### src/rtl/ifu_pkg.sv
// Shared definitions for the instruction fetch unit: FSM state encoding, opcode
// constants, the default reset vector and the one/two-word instruction classifier.
package ifu_pkg;

  localparam logic [31:0] RESET_VEC_DEFAULT = 32'h0000_0020;

  localparam logic [4:0] OP_NOP  = 5'b00000;
  localparam logic [4:0] OP_LDD  = 5'b00100;
  localparam logic [4:0] OP_LDM  = 5'b00101;
  localparam logic [4:0] OP_IADD = 5'b11010;

  typedef enum logic [1:0] {
    StWaitLoad,
    StFetchW1,
    StFetchW2
  } ifu_state_e;

  // LDM and IADD carry a 16-bit immediate in the following word.
  function automatic logic is_two_word(input logic [15:0] w);
    return (w[15:11] == OP_LDM) || (w[15:11] == OP_IADD);
  endfunction

endpackage

### src/rtl/instr_fetch_unit_if.sv
// Bus bundle for the fetch unit.
//  load_busy               loader owns imem, no reads allowed
//  imem_rd_en/addr/rdata   instruction-memory read port (data one cycle after rd_en)
//  stall                   decode cannot accept
//  redirect_en/pc          taken branch / jump
//  instr_valid/instr/imm/instr_pc  assembled instruction towards decode
// master: fetch unit side.  slave: memory / loader / decode side.
interface instr_fetch_unit_if #(
  parameter int unsigned AW = 32
);
  logic          load_busy;
  logic          imem_rd_en;
  logic [AW-1:0] imem_addr;
  logic [15:0]   imem_rdata;
  logic          stall;
  logic          redirect_en;
  logic [AW-1:0] redirect_pc;
  logic          instr_valid;
  logic [15:0]   instr;
  logic [15:0]   imm;
  logic [AW-1:0] instr_pc;

  modport master (
    input  load_busy, imem_rdata, stall, redirect_en, redirect_pc,
    output imem_rd_en, imem_addr, instr_valid, instr, imm, instr_pc
  );

  modport slave (
    output load_busy, imem_rdata, stall, redirect_en, redirect_pc,
    input  imem_rd_en, imem_addr, instr_valid, instr, imm, instr_pc
  );
endinterface

### src/rtl/fetch_skid_buf.sv
// One-entry skid buffer holding a returned instruction word and its address.
//  i_clk, i_rst_n   clock, asynchronous active-low reset
//  i_push           capture i_data/i_pc, set full
//  i_pop            release the entry
//  i_flush          drop the entry (wins over push/pop)
//  o_full           entry valid
//  o_data, o_pc     stored word and its address
module fetch_skid_buf #(
  parameter int unsigned AW = 32
) (
  input  logic          i_clk,
  input  logic          i_rst_n,
  input  logic          i_push,
  input  logic          i_pop,
  input  logic          i_flush,
  input  logic [15:0]   i_data,
  input  logic [AW-1:0] i_pc,
  output logic          o_full,
  output logic [15:0]   o_data,
  output logic [AW-1:0] o_pc
);

  logic          r_full;
  logic [15:0]   r_data;
  logic [AW-1:0] r_pc;

  always_ff @(posedge i_clk or negedge i_rst_n) begin
    if (!i_rst_n) begin
      r_full <= 1'b0;
      r_data <= '0;
      r_pc   <= '0;
    end else if (i_flush) begin
      r_full <= 1'b0;
    end else if (i_push) begin
      r_full <= 1'b1;
      r_data <= i_data;
      r_pc   <= i_pc;
    end else if (i_pop) begin
      r_full <= 1'b0;
    end
  end

  assign o_full = r_full;
  assign o_data = r_data;
  assign o_pc   = r_pc;

endmodule

### src/rtl/instr_fetch_unit.sv
// Instruction fetch unit: reads 16-bit words from imem once the loader releases it,
// assembles one- or two-word instructions and hands them to decode with a
// valid/stall handshake. Redirects flush and refetch from a new pc.
//  i_clk, i_rst_n   clock, asynchronous active-low reset
//  io_bus           master side of instr_fetch_unit_if (imem port, loader, decode)
module instr_fetch_unit
  import ifu_pkg::*;
#(
  parameter int unsigned   AW        = 32,
  parameter logic [AW-1:0] RESET_VEC = AW'(RESET_VEC_DEFAULT)
) (
  input  logic               i_clk,
  input  logic               i_rst_n,
  instr_fetch_unit_if.master io_bus
);

  ifu_state_e    r_state, w_state_nxt;
  logic [AW-1:0] r_pc, w_pc_nxt;
  logic          r_infl, w_infl_nxt;
  logic [AW-1:0] r_infl_pc, w_infl_pc_nxt;
  logic [15:0]   r_pend, w_pend_nxt;
  logic [AW-1:0] r_pend_pc, w_pend_pc_nxt;
  logic          r_valid, w_valid_nxt;
  logic [15:0]   r_instr, w_instr_nxt;
  logic [15:0]   r_imm, w_imm_nxt;
  logic [AW-1:0] r_ipc, w_ipc_nxt;

  logic          w_rd_en;
  logic          w_slot_free;
  logic          w_have;
  logic [15:0]   w_word;
  logic [AW-1:0] w_word_pc;
  logic          w_skid_push, w_skid_pop, w_skid_flush, w_skid_full;
  logic [15:0]   w_skid_data;
  logic [AW-1:0] w_skid_pc;

  fetch_skid_buf #(
    .AW (AW)
  ) u_skid (
    .i_clk   (i_clk),
    .i_rst_n (i_rst_n),
    .i_push  (w_skid_push),
    .i_pop   (w_skid_pop),
    .i_flush (w_skid_flush),
    .i_data  (io_bus.imem_rdata),
    .i_pc    (r_infl_pc),
    .o_full  (w_skid_full),
    .o_data  (w_skid_data),
    .o_pc    (w_skid_pc)
  );

  always_comb begin
    w_state_nxt   = r_state;
    w_pc_nxt      = r_pc;
    w_infl_nxt    = 1'b0;
    w_infl_pc_nxt = r_infl_pc;
    w_pend_nxt    = r_pend;
    w_pend_pc_nxt = r_pend_pc;
    w_valid_nxt   = r_valid;
    w_instr_nxt   = r_instr;
    w_imm_nxt     = r_imm;
    w_ipc_nxt     = r_ipc;
    w_rd_en       = 1'b0;
    w_skid_push   = 1'b0;
    w_skid_pop    = 1'b0;
    w_skid_flush  = 1'b0;
    // Output register can take a new instruction this cycle.
    w_slot_free   = !r_valid || !io_bus.stall;
    // A word from the skid always precedes fresh return data; reads are never issued
    // while the skid is full, so both cannot be present in the same cycle.
    w_have        = w_skid_full || r_infl;
    w_word        = w_skid_full ? w_skid_data : io_bus.imem_rdata;
    w_word_pc     = w_skid_full ? w_skid_pc : r_infl_pc;

    if (io_bus.load_busy) begin
      // In-flight data is dropped by leaving w_infl_nxt low.
      w_state_nxt  = StWaitLoad;
      w_pc_nxt     = RESET_VEC;
      w_valid_nxt  = 1'b0;
      w_skid_flush = 1'b1;
    end else if (io_bus.redirect_en) begin
      w_state_nxt  = StFetchW1;
      w_pc_nxt     = io_bus.redirect_pc;
      w_valid_nxt  = 1'b0;
      w_skid_flush = 1'b1;
    end else if (r_state == StWaitLoad) begin
      w_state_nxt = StFetchW1;
    end else begin
      if (r_valid && !io_bus.stall) begin
        w_valid_nxt = 1'b0;
      end
      if (w_have && !w_slot_free) begin
        w_skid_push = r_infl && !w_skid_full;
      end else if (w_have) begin
        w_skid_pop = w_skid_full;
        case (r_state)
          StFetchW1: begin
            if (is_two_word(w_word)) begin
              w_pend_nxt    = w_word;
              w_pend_pc_nxt = w_word_pc;
              w_state_nxt   = StFetchW2;
            end else begin
              w_instr_nxt = w_word;
              w_imm_nxt   = 16'h0000;
              w_ipc_nxt   = w_word_pc;
              w_valid_nxt = 1'b1;
            end
          end
          StFetchW2: begin
            w_instr_nxt = r_pend;
            w_imm_nxt   = w_word;
            w_ipc_nxt   = r_pend_pc;
            w_valid_nxt = 1'b1;
            w_state_nxt = StFetchW1;
          end
          default: ;
        endcase
      end
      w_rd_en = !w_skid_full && w_slot_free;
      if (w_rd_en) begin
        w_pc_nxt      = r_pc + AW'(1);
        w_infl_nxt    = 1'b1;
        w_infl_pc_nxt = r_pc;
      end
    end
  end

  always_ff @(posedge i_clk or negedge i_rst_n) begin
    if (!i_rst_n) begin
      r_state   <= StWaitLoad;
      r_pc      <= RESET_VEC;
      r_infl    <= 1'b0;
      r_infl_pc <= '0;
      r_pend    <= '0;
      r_pend_pc <= '0;
      r_valid   <= 1'b0;
      r_instr   <= '0;
      r_imm     <= '0;
      r_ipc     <= '0;
    end else begin
      r_state   <= w_state_nxt;
      r_pc      <= w_pc_nxt;
      r_infl    <= w_infl_nxt;
      r_infl_pc <= w_infl_pc_nxt;
      r_pend    <= w_pend_nxt;
      r_pend_pc <= w_pend_pc_nxt;
      r_valid   <= w_valid_nxt;
      r_instr   <= w_instr_nxt;
      r_imm     <= w_imm_nxt;
      r_ipc     <= w_ipc_nxt;
    end
  end

  assign io_bus.imem_rd_en  = w_rd_en;
  assign io_bus.imem_addr   = r_pc;
  assign io_bus.instr_valid = r_valid;
  assign io_bus.instr       = r_instr;
  assign io_bus.imm         = r_imm;
  assign io_bus.instr_pc    = r_ipc;

endmodule

### src/flat_wrapper.sv
// flat-port wrapper written by rule: the top's interface ports become plain ports
module instr_fetch_unit_flat import ifu_pkg::*;
#(
  parameter int unsigned   AW        = 32,
  parameter logic [AW-1:0] RESET_VEC = AW'(RESET_VEC_DEFAULT)
)
  (i_clk, i_rst_n, io_bus_load_busy, io_bus_imem_rdata, io_bus_stall, io_bus_redirect_en, io_bus_redirect_pc, io_bus_imem_rd_en, io_bus_imem_addr, io_bus_instr_valid, io_bus_instr, io_bus_imm, io_bus_instr_pc);
  instr_fetch_unit_if #(.AW(AW)) io_bus_i ();
  input  logic i_clk;
  input  logic i_rst_n;
  input wire logic [$bits(io_bus_i.load_busy)-1:0] io_bus_load_busy;
  input wire logic [$bits(io_bus_i.imem_rdata)-1:0] io_bus_imem_rdata;
  input wire logic [$bits(io_bus_i.stall)-1:0] io_bus_stall;
  input wire logic [$bits(io_bus_i.redirect_en)-1:0] io_bus_redirect_en;
  input wire logic [$bits(io_bus_i.redirect_pc)-1:0] io_bus_redirect_pc;
  output wire logic [$bits(io_bus_i.imem_rd_en)-1:0] io_bus_imem_rd_en;
  output wire logic [$bits(io_bus_i.imem_addr)-1:0] io_bus_imem_addr;
  output wire logic [$bits(io_bus_i.instr_valid)-1:0] io_bus_instr_valid;
  output wire logic [$bits(io_bus_i.instr)-1:0] io_bus_instr;
  output wire logic [$bits(io_bus_i.imm)-1:0] io_bus_imm;
  output wire logic [$bits(io_bus_i.instr_pc)-1:0] io_bus_instr_pc;
  assign io_bus_i.load_busy = io_bus_load_busy;
  assign io_bus_i.imem_rdata = io_bus_imem_rdata;
  assign io_bus_i.stall = io_bus_stall;
  assign io_bus_i.redirect_en = io_bus_redirect_en;
  assign io_bus_i.redirect_pc = io_bus_redirect_pc;
  assign io_bus_imem_rd_en = io_bus_i.imem_rd_en;
  assign io_bus_imem_addr = io_bus_i.imem_addr;
  assign io_bus_instr_valid = io_bus_i.instr_valid;
  assign io_bus_instr = io_bus_i.instr;
  assign io_bus_imm = io_bus_i.imm;
  assign io_bus_instr_pc = io_bus_i.instr_pc;
  instr_fetch_unit #(.AW(AW), .RESET_VEC(RESET_VEC)) u_core (.i_clk(i_clk), .i_rst_n(i_rst_n), .io_bus(io_bus_i));
endmodule
### config.mk
export PLATFORM = sky130hd
export DESIGN_NAME = instr_fetch_unit_flat
export DESIGN_NICKNAME = d
export VERILOG_FILES = /design/src/rtl/ifu_pkg.sv /design/src/rtl/instr_fetch_unit_if.sv /design/src/rtl/fetch_skid_buf.sv /design/src/rtl/instr_fetch_unit.sv /design/src/flat_wrapper.sv
export SDC_FILE = /design/constraint.sdc
export NUM_CORES = 1
export LEC_CHECK = 0
export ABC_AREA = 1
export BUFFER_PORTS_ARGS = -buffer_cell sky130_fd_sc_hd__buf_2
export CAP_MARGIN = 15
export CELL_PAD_IN_SITES_DETAIL_PLACEMENT = 1
export CELL_PAD_IN_SITES_GLOBAL_PLACEMENT = 2
export CORE_ASPECT_RATIO = 0.8
export CORE_UTILIZATION = 35
export CTS_CLUSTER_SIZE = 14
export DETAILED_ROUTE_END_ITERATION = 12
export PLACE_DENSITY_LB_ADDON = 0.05
export SYNTH_ARGS = -nofsm -noshare
export SYNTH_HDL_FRONTEND = slang
export SYNTH_HIERARCHICAL = 1
export SYNTH_SLANG_ARGS = --single-unit
### constraint.sdc
create_clock -name i_clk -period 2.6 [get_ports i_clk]
set_input_delay 0 -clock i_clk [delete_from_list [all_inputs] [get_ports i_clk]]
set_output_delay 0 -clock i_clk [all_outputs]
set_load 0.03 [all_outputs]
# After elaboration in Yosys (flattened, before gate mapping)
# Cells that the tools add are included.
word_totals:
  wordCells: 98
  in_bits: 53
  reg_bits: 229
op_classes:
  add_sub_neg: 1
  reduce_logical: 23
  bitwise: 5
  mux: 48
  eq_ne: 8
op_table:
  columns: ["op", "n"]
  rows:
  - ["$mux W32", 6]
  - ["$pmux W16 S2", 2]
  - ["$pmux W32 S2", 1]
  - ["$mux W16", 3]
  - ["$add A32 B1 Y32 const B", 1]
  - ["$mux W1", 28]
  - ["$reduce_and A7 Y1", 2]
  - ["$mux W2", 6]
  - ["$reduce_and A4 Y1", 2]
  - ["$reduce_bool A3 Y1", 2]
  - ["$eq A5 B3 Y1 const B", 1]
  - ["$eq A5 B5 Y1 const B", 1]
  - ["$ne A5 B3 Y1 const B", 1]
  - ["$not A1 Y1", 5]
  - ["$reduce_bool A5 Y1", 1]
  - ["$logic_and A1 B1 Y1", 4]
  - ["$logic_not A1 Y1", 4]
  - ["$ne A4 B3 Y1 const B", 1]
  - ["$pmux W2 S2", 1]
  - ["$reduce_and A2 Y1", 2]
  - ["$reduce_bool A4 Y1", 1]
  - ["$logic_or A1 B1 Y1", 3]
  - ["$ne A3 B3 Y1 const B", 1]
  - ["$eq A2 B1 Y1 const B", 1]
  - ["other kinds (5)", 5]

# Logic depth before layout (Yosys ltp)
# Gate-level depths: netlist of run 1.
depth:
  depth_word: 11
  depth_mapped: 12

# Cells and area by module
# The synthesis of run 1 kept the hierarchy.
modules_own_cells:
  columns: ["mod", "area_each_um2", "cells_per_inst", "n_inst"]
  rows:
  - ["instr_fetch_unit", 9412.8, 1282, 1]
  - ["fetch_skid_buf", 1920.6, 213, 1]

# Least setup slack after synthesis of run 1
# No wires, ideal clock.
synth_timing:
  path_kind: "flip-flop to flip-flop"
  start: "register u_core.r_pc[0] (netlist: u_core/io_bus.imem_addr[0])"
  end: "register u_core.r_pc[18] (netlist: u_core/io_bus.imem_addr[18])"
  n_path_buf: 0
  slack_ns: 0.780
  arrival_ns: 1.703
  period_less_slack_ns: 1.820
  path_stages_with_launch: 11
  path_cell_list: "dfrtp_1 -> ha_1 -> nand2_1 -> nor3_1 -> nand2_1 -> nor2_1 -> nand2_1 -> nand2_1 -> nand2_1 -> nand2_1 -> nand2_1"
synth_via:
  elab_chain_len: 5
synth_lines:
  columns: ["element", "line", "text"]
  rows:
  - ["from (decl)", "instr_fetch_unit.sv:18", "logic [AW-1:0] r_pc, w_pc_nxt;"]
  - ["from (signal assigned)", "instr_fetch_unit.sv:142", "r_pc <= w_pc_nxt;"]
  - ["$add A32 B1 Y32", "instr_fetch_unit.sv:121", "w_pc_nxt = r_pc + AW'(1);"]
  - ["$mux W32", "instr_fetch_unit.sv:120", "if (w_rd_en) begin"]
  - ["$mux W32", "instr_fetch_unit.sv:86", "end else if (r_state == StWaitLoad) begin"]
  - ["$mux W32", "instr_fetch_unit.sv:81", "end else if (io_bus.redirect_en) begin"]
  - ["$mux W32", "instr_fetch_unit.sv:75", "if (io_bus.load_busy) begin"]
# No other way between the ends. The select of a mux whose other input is x is not followed.
# A chain may end at the register's enable or synchronous reset.

# Final worst setup path of run 1
layout_timing:
  start: "register u_core.r_pc[0] (netlist: u_core/io_bus.imem_addr[0])"
  end: "register u_core.r_pc[14] (netlist: u_core/io_bus.imem_addr[14])"
# The elaborated chain is that of the path after synthesis.

==> reports/results.ini, run 1 <==
[critical_path]
r2r-start=u_core/io_bus.imem_addr[0]
startpoint=u_core/io_bus.imem_addr[0]
rrSetupSlack_ns=0.16
crit_type=reg -> reg
end_kind=flip-flop
cp_max_fo=7
cp.required_ns=3.02
cp-endpoint=u_core/io_bus.imem_addr[14]
start_kind=flip-flop
reg2reg_to=u_core/io_bus.imem_addr[14]
reg2reg_depth=10
cp.arrival_ns=2.85

[timing]
finalSetupViolations=0
max_freq_mhz=410
worst-slew-pin-transition_ns=0.723
hold_viol_final=0
fin_tns_setup_ns=0
min_period_ns=2.44
grt_setup_unrepaired=no
final-max-slew-violation-count=0
fin_worst_skew_ns=0.0147
holdWs_ns=0.0145
fin_crit_sh_pct=93.8
relSlewSlack_pct=51.5

[logic_synthesis]
yosys-top-cells-area=dfrtp_1, nand2_1, o21ai_0
synth_ff_type=dfrtp_1
synth.top_cell.area_share_pct=50.3
yosysTopAreaCell=dfrtp_1
synth-async-reset-ratio_pct=100
netlist_instances=1495
seq_area_frac_synth_pct=50.6
ys_seq_elements=229
synth_edf_count=0
syn_nets=1552
ys_types=31
yosys_warnings=6
avgSynthCellArea_um2=7.58
netlist_area_um2=11300

[global_route]
grt_max_degree=97
globalRouteTotalUtil_pct=23.9
grt_pass1_wl_um=62900
first_global_vias=11200
antenna_found_initial=0
gr-total-overflow=0

[clocking]
cts_root_buf=clkbuf_16
cts_num_sinks=229
cts_buffer_depth=3
cts.clk_slew.worst_paths_ns=0.06
cts_tree=yes
insertion_delay_ns=0.54
cts-buffers-inserted=26
htreeDepth=1

[layout]
layout_common_cells=nand2_1, dfrtp_1, o21ai_0
drive_gt1_share_pct=14.3
final_area_um2=13900
fin_nets=1734
area_growth_pct=22.2
n_fill_cell=3967
n_antenna_cell=0
layout_commonest_cell=nand2_1

[route]
vias=10600
routed_wl_um=38600
routedWlPerCell_um=18.2
antenna_left=0
drt_iter0_markers=683
dr.pass1.iters=4
vias_per_cell=5.01
drc=0

[floorplan]
fp.dieW_um=203
die-height_um=163
die_area_um2=33100
core_area_um2=31600
initial_core_util_pct=35.8
io_pins=151
rows=58

[power]
cellPowerDensity_nw_per_um2=643
vdd_drop_max_mv=0.389
p_leak_nw=6.88

[placed_design]
place_congestion=0.848
dpl_cell_area_um2=12500
place_hpwl_um=26600
port_buffers=150

[run]
maxCapViolations=0

[min_path]
hold_path.class=in -> async

[outcome]
outcome=finished, final reports clean

==> layer usage <==
| metal | up-vias | track usage, % | wire [µm] |
|---|---|---|---|
| met4 | 0 | 4.68 | 627 |
| li1 | 5159 | - | - |
| met5 | - | 0 | 0 |
| met1 | 5210 | 34.9 | 18900 |
| met3 | 40 | 2.36 | 1390 |
| met2 | 192 | 38.6 | 17700 |
==> through the flow <==
stage | utilization [%] | setup WS (ns) | total power [W] | std cells
floorplan | - | 0.780 | 0.00484 | 1495
global placement | 39.6 | 0.380 | 0.00545 | 2014
detailed placement | 39.6 | 0.270 | 0.00548 | 2014
CTS | 43.7 | 0.0359 | 0.00902 | 2116
global route | 43.8 | 0.0136 | 0.00931 | 2116
finish | 43.8 | 0.161 | 0.00891 | 2116
==> worst max-delay path, stage by stage (launching register included) <==
cell and delay (ns):
dfrtp_2 0.46, ha_1 0.23, nand3_1 0.18, inv_2 0.17
nand3_1 0.15, buf_4 0.19, o21ai_0 0.16, nand2_1 0.07
nor2_1 0.09, o22ai_1 0.06, dlygate4sd3_1 0.55
==> cell type report <==
type,instances,area [µm²],share of cell area [%]
clock inverter,7,46.3,0.334
sequential,229,5730,41.4
clock buffer,40,723,5.22
multi-input combinational,1068,4760,34.4
tap,420,526,3.79
inverter,109,409,2.95
timing repair buffer,243,1650,11.9
==> cell families (layout without fill, tap and decap cells) <==
| kind of cell | count (synthesis) | count (layout) | synth area share (%) |
|---|---|---|---|
| DFF | 229 | 229 | 50.6 |
| xor gates and xnor gates | 4 | 4 | 0.309 |
| adders and majority gates | 4 | 4 | 0.442 |
| AOI/OAI and AO/OA | 216 | 216 | 9.74 |
| muxes | 12 | 12 | 1.06 |
| and+or+nand+nor | 832 | 832 | 30.2 |
| buffers and inverters | 198 | 399 | 7.65 |
==> synth_stat cells (7+ instances only) <==
cell type,count
o22ai_1,7
o21ai_1,45
o21ai_0,152
dfrtp_1,228
nand3_1,98
mux2i_1,12
nand2_1,557
nor2_1,107
buf_1,7
clkbuf_1,37
buf_2,27
inv_1,103
nor3_1,7
buf_4,12
nand4_1,52
==> state kept, by name (all words and copies together) (netlist names) <==
signal and cells:
u_core/u_skid/o_full 1, u_core/u_skid/o_pc 32, u_core/io_bus.instr 16, u_core/io_bus.instr_pc 32, u_core/r_pend_pc 32, u_core/r_pend 16, u_core/r_state 2, u_core/io_bus.imm 16
u_core/u_skid/o_data 16, u_core/io_bus.instr_valid 1, u_core/r_infl 1, u_core/r_infl_pc 32, u_core/io_bus.imem_addr 32
==> how the worst min path moves through the flow <==
stage,endpoint,depth (start not counted),startpoint
5_1_grt,u_core/r_infl_pc[12],2,i_rst_n
2_1_floorplan,u_core/io_bus.imem_addr[0],0,i_rst_n
3_5_place_dp,u_core/r_infl_pc[12],1,i_rst_n
3_3_place_gp,u_core/r_infl_pc[12],1,i_rst_n
4_1_cts,u_core/io_bus.instr_valid,5,io_bus_stall
6_report,u_core/r_infl_pc[12],2,i_rst_n
==> report_power, final <==
part           switching (W)  internal [W]  total [W]  leakage [nW]
combinational       0.000998      0.000425    0.00142          3.39
clock                0.00153       0.00191    0.00345         0.379
sequential          0.000220       0.00382    0.00404          3.11
total                0.00275       0.00616    0.00891          6.88
==> what timing repair did <==
action	CTS	global route
setup buffers	0	0
endpoints found under the setup margin	0	4
gates resized for setup	0	6
hold buffers	55	0
endpoints found under the hold margin	161	0
Power figures use the tool's default switching activity.
==> inputs of run 2 (changes only) <==
- GPL_ROUTABILITY_DRIVEN: not set -> 1
- SYNTH_HIERARCHICAL: 1 -> not set
==> reports/results.ini, run 2 <==
[outcome]
outcome=finished, final reports clean

[global_route]
globalRouteTotalUtil_pct=20.5
grt_max_degree=69
grt_pass1_wl_um=52200
gr-total-overflow=0
antenna_found_initial=0
first_global_vias=9745

[timing]
max_freq_mhz=422
fin_worst_skew_ns=0.00959
hold_viol_final=0
final-max-slew-violation-count=0
fin_crit_sh_pct=91.1
worst-slew-pin-transition_ns=0.585
min_period_ns=2.37
fin_tns_setup_ns=0
finalSetupViolations=0
relSlewSlack_pct=61.0
grt_setup_unrepaired=no
holdWs_ns=0.0383

[floorplan]
die_area_um2=32100
rows=57
die-height_um=160
io_pins=151
initial_core_util_pct=35.9
core_area_um2=30600
fp.dieW_um=200

[route]
dr.pass1.iters=5
vias=9533
vias_per_cell=4.77
drc=0
routedWlPerCell_um=15.9
routed_wl_um=31800
drt_iter0_markers=476
antenna_left=0

[layout]
area_growth_pct=24.9
regArea_um2=5730
final_area_um2=13700
multi_input_area_um2=4350
layout_common_cells=nand2_1, dfrtp_1, o21ai_0
final_cells=2000
layout_commonest_cell=nand2_1
utilization_pct=44.8
n_antenna_cell=0
drive_gt1_share_pct=17.6
fin_nets=1624
n_fill_cell=3715

[clocking]
cts_buffer_depth=3
cts_num_sinks=229
post_cts_buffers=0
cts_tree=yes
htreeDepth=1
insertion_delay_ns=0.54
cts.clk_slew.worst_paths_ns=0.06
cts_root_buf=clkbuf_16
cts_resized=0
cts-buffers-inserted=26

[critical_path]
end_kind=flip-flop
cp.required_ns=3.03
crit_type=reg -> reg
cp_max_fo=6
start_kind=flip-flop
cp.arrival_ns=2.80

[min_path]
hold_path.class=in -> async

[power]
internal_power_w=0.00663
switching_share_pct=28.3
cellPowerDensity_nw_per_um2=675
vdd_drop_max_mv=0.470
p_leak_nw=6.58
p_switching_w=0.00262
seqPwrFrac_pct=43.3
clkPwrFrac_pct=42.4
p_comb_share_pct=14.3

[logic_synthesis]
netlist_area_um2=11000
yosysMostFrequentCell=nand2_1
yosys-top-cells-area=dfrtp_1, nand2_1, o21ai_0
ys_types=32
synth.top_cell.area_share_pct=52.0
ys_seq_elements=229
avgSynthCellArea_um2=7.99
netlist_instances=1374
syn_nets=1431
synthTopCellsByCount=nand2_1, dfrtp_1, o21ai_0
yosys_warnings=0
yosysTopAreaCell=dfrtp_1
seq_area_frac_synth_pct=52.2
synth-async-reset-ratio_pct=100
synth_ff_type=dfrtp_1
synth_edf_count=0

[placed_design]
place_hpwl_um=22400
place_congestion=0.804
placed_cells=1894
port_buffers=150
dpl_cell_area_um2=12200

[run]
maxCapViolations=0

-- run 2: cell count changes after synthesis, moves of 18 or more --
cell,change
nor2_1,+37
a21oi_1,+48
nand3_1,-58
o21ai_2,+28
inv_1,+20
nand2_1,-176
buf_2,-18
o21ai_1,+34
nand4_1,-45
-- run 2: cell families (layout without fill, tap and decap cells) --
kind of cell	Yosys count	in the layout	share of synthesized area (%)
xor+xnor	9	9	0.718
compound gates	332	332	16.3
buf+inv	200	413	8.35
simple gates	595	595	21.5
fa+ha+maj	4	4	0.456
mux	5	5	0.502
flops	229	229	52.2
-- run 2: routing by layer --
metal  up-vias  track usage, %  wire (µm)
met5         -               0          0
met3        34            2.98       1080
met4         0            4.13        557
met1      4554            31.0      16500
met2       140            30.8      13700
li1       4805               -          -
-- run 2: layout make-up --
cell class / instances / share of cell area, %
multi-input combinational: 945 / 31.7
clock buffer: 39 / 5.77
clock inverter: 9 / 0.949
sequential: 229 / 41.8
timing repair buffer: 239 / 12.5
tap: 413 / 3.77
inverter: 126 / 3.45
-- run 2: per-stage QoR --
stage / worst slack (ns) / power [W]
floorplan: 0.758 / 0.00479
global placement: 0.390 / 0.00532
detailed placement: 0.351 / 0.00535
CTS: 0.233 / 0.00941
global route: 0.0228 / 0.00974
finish: 0.230 / 0.00926
-- run 2: worst max-delay path: stages, from the launching register on --
cell and delay, ns:
dfstp_2 0.63, nand2_1 0.10, inv_1 0.08, nand2_1 0.06, nor2_1 0.31, nand2_1 0.19, xor2_1 0.18, nor2_1 0.09
o22ai_1 0.07, dlygate4sd3_1 0.56
-- run 2: worst paths after layout --
check	from	endpoint	slack [ns]	cells after the start
hold reg to reg	u_core.io_bus.instr_pc[12]	u_core.io_bus.instr_pc[12]	0.48	2
setup / recovery	u_core.io_bus.imem_addr[5]	u_core.io_bus.imem_addr[9]	0.23	9
max in group asynchronous	i_rst_n	u_core.io_bus.imem_addr[5]	1.85	3
min in group i_clk	io_bus_redirect_pc[3]	u_core.io_bus.imem_addr[3]	0.25	4
hold / removal	i_rst_n	u_core.io_bus.instr[14]	0.04	2
setup reg to reg	u_core.io_bus.imem_addr[5]	u_core.io_bus.imem_addr[9]	0.23	9
-- run 2: timing repair --
action | 4_1_cts | 5_1_grt
setup endpoints to repair | 0 | 0
endpoints found under the hold margin | 304 | 0
hold buffers | 58 | 0
-- run 2: power groups by stage --
| stage | Sequential, W | Combinational [W] | Clock [W] |
|---|---|---|---|
| 6_report | 0.00401 | 0.00132 | 0.00392 |
| 5_1_grt | 0.00404 | 0.00150 | 0.00420 |
| 4_1_cts | 0.00401 | 0.00135 | 0.00405 |
| 3_5_place_dp | 0.00407 | 0.00127 | 0 |
| 3_3_place_gp | 0.00407 | 0.00125 | 0 |
| 2_1_floorplan | 0.00423 | 0.000568 | 0 |
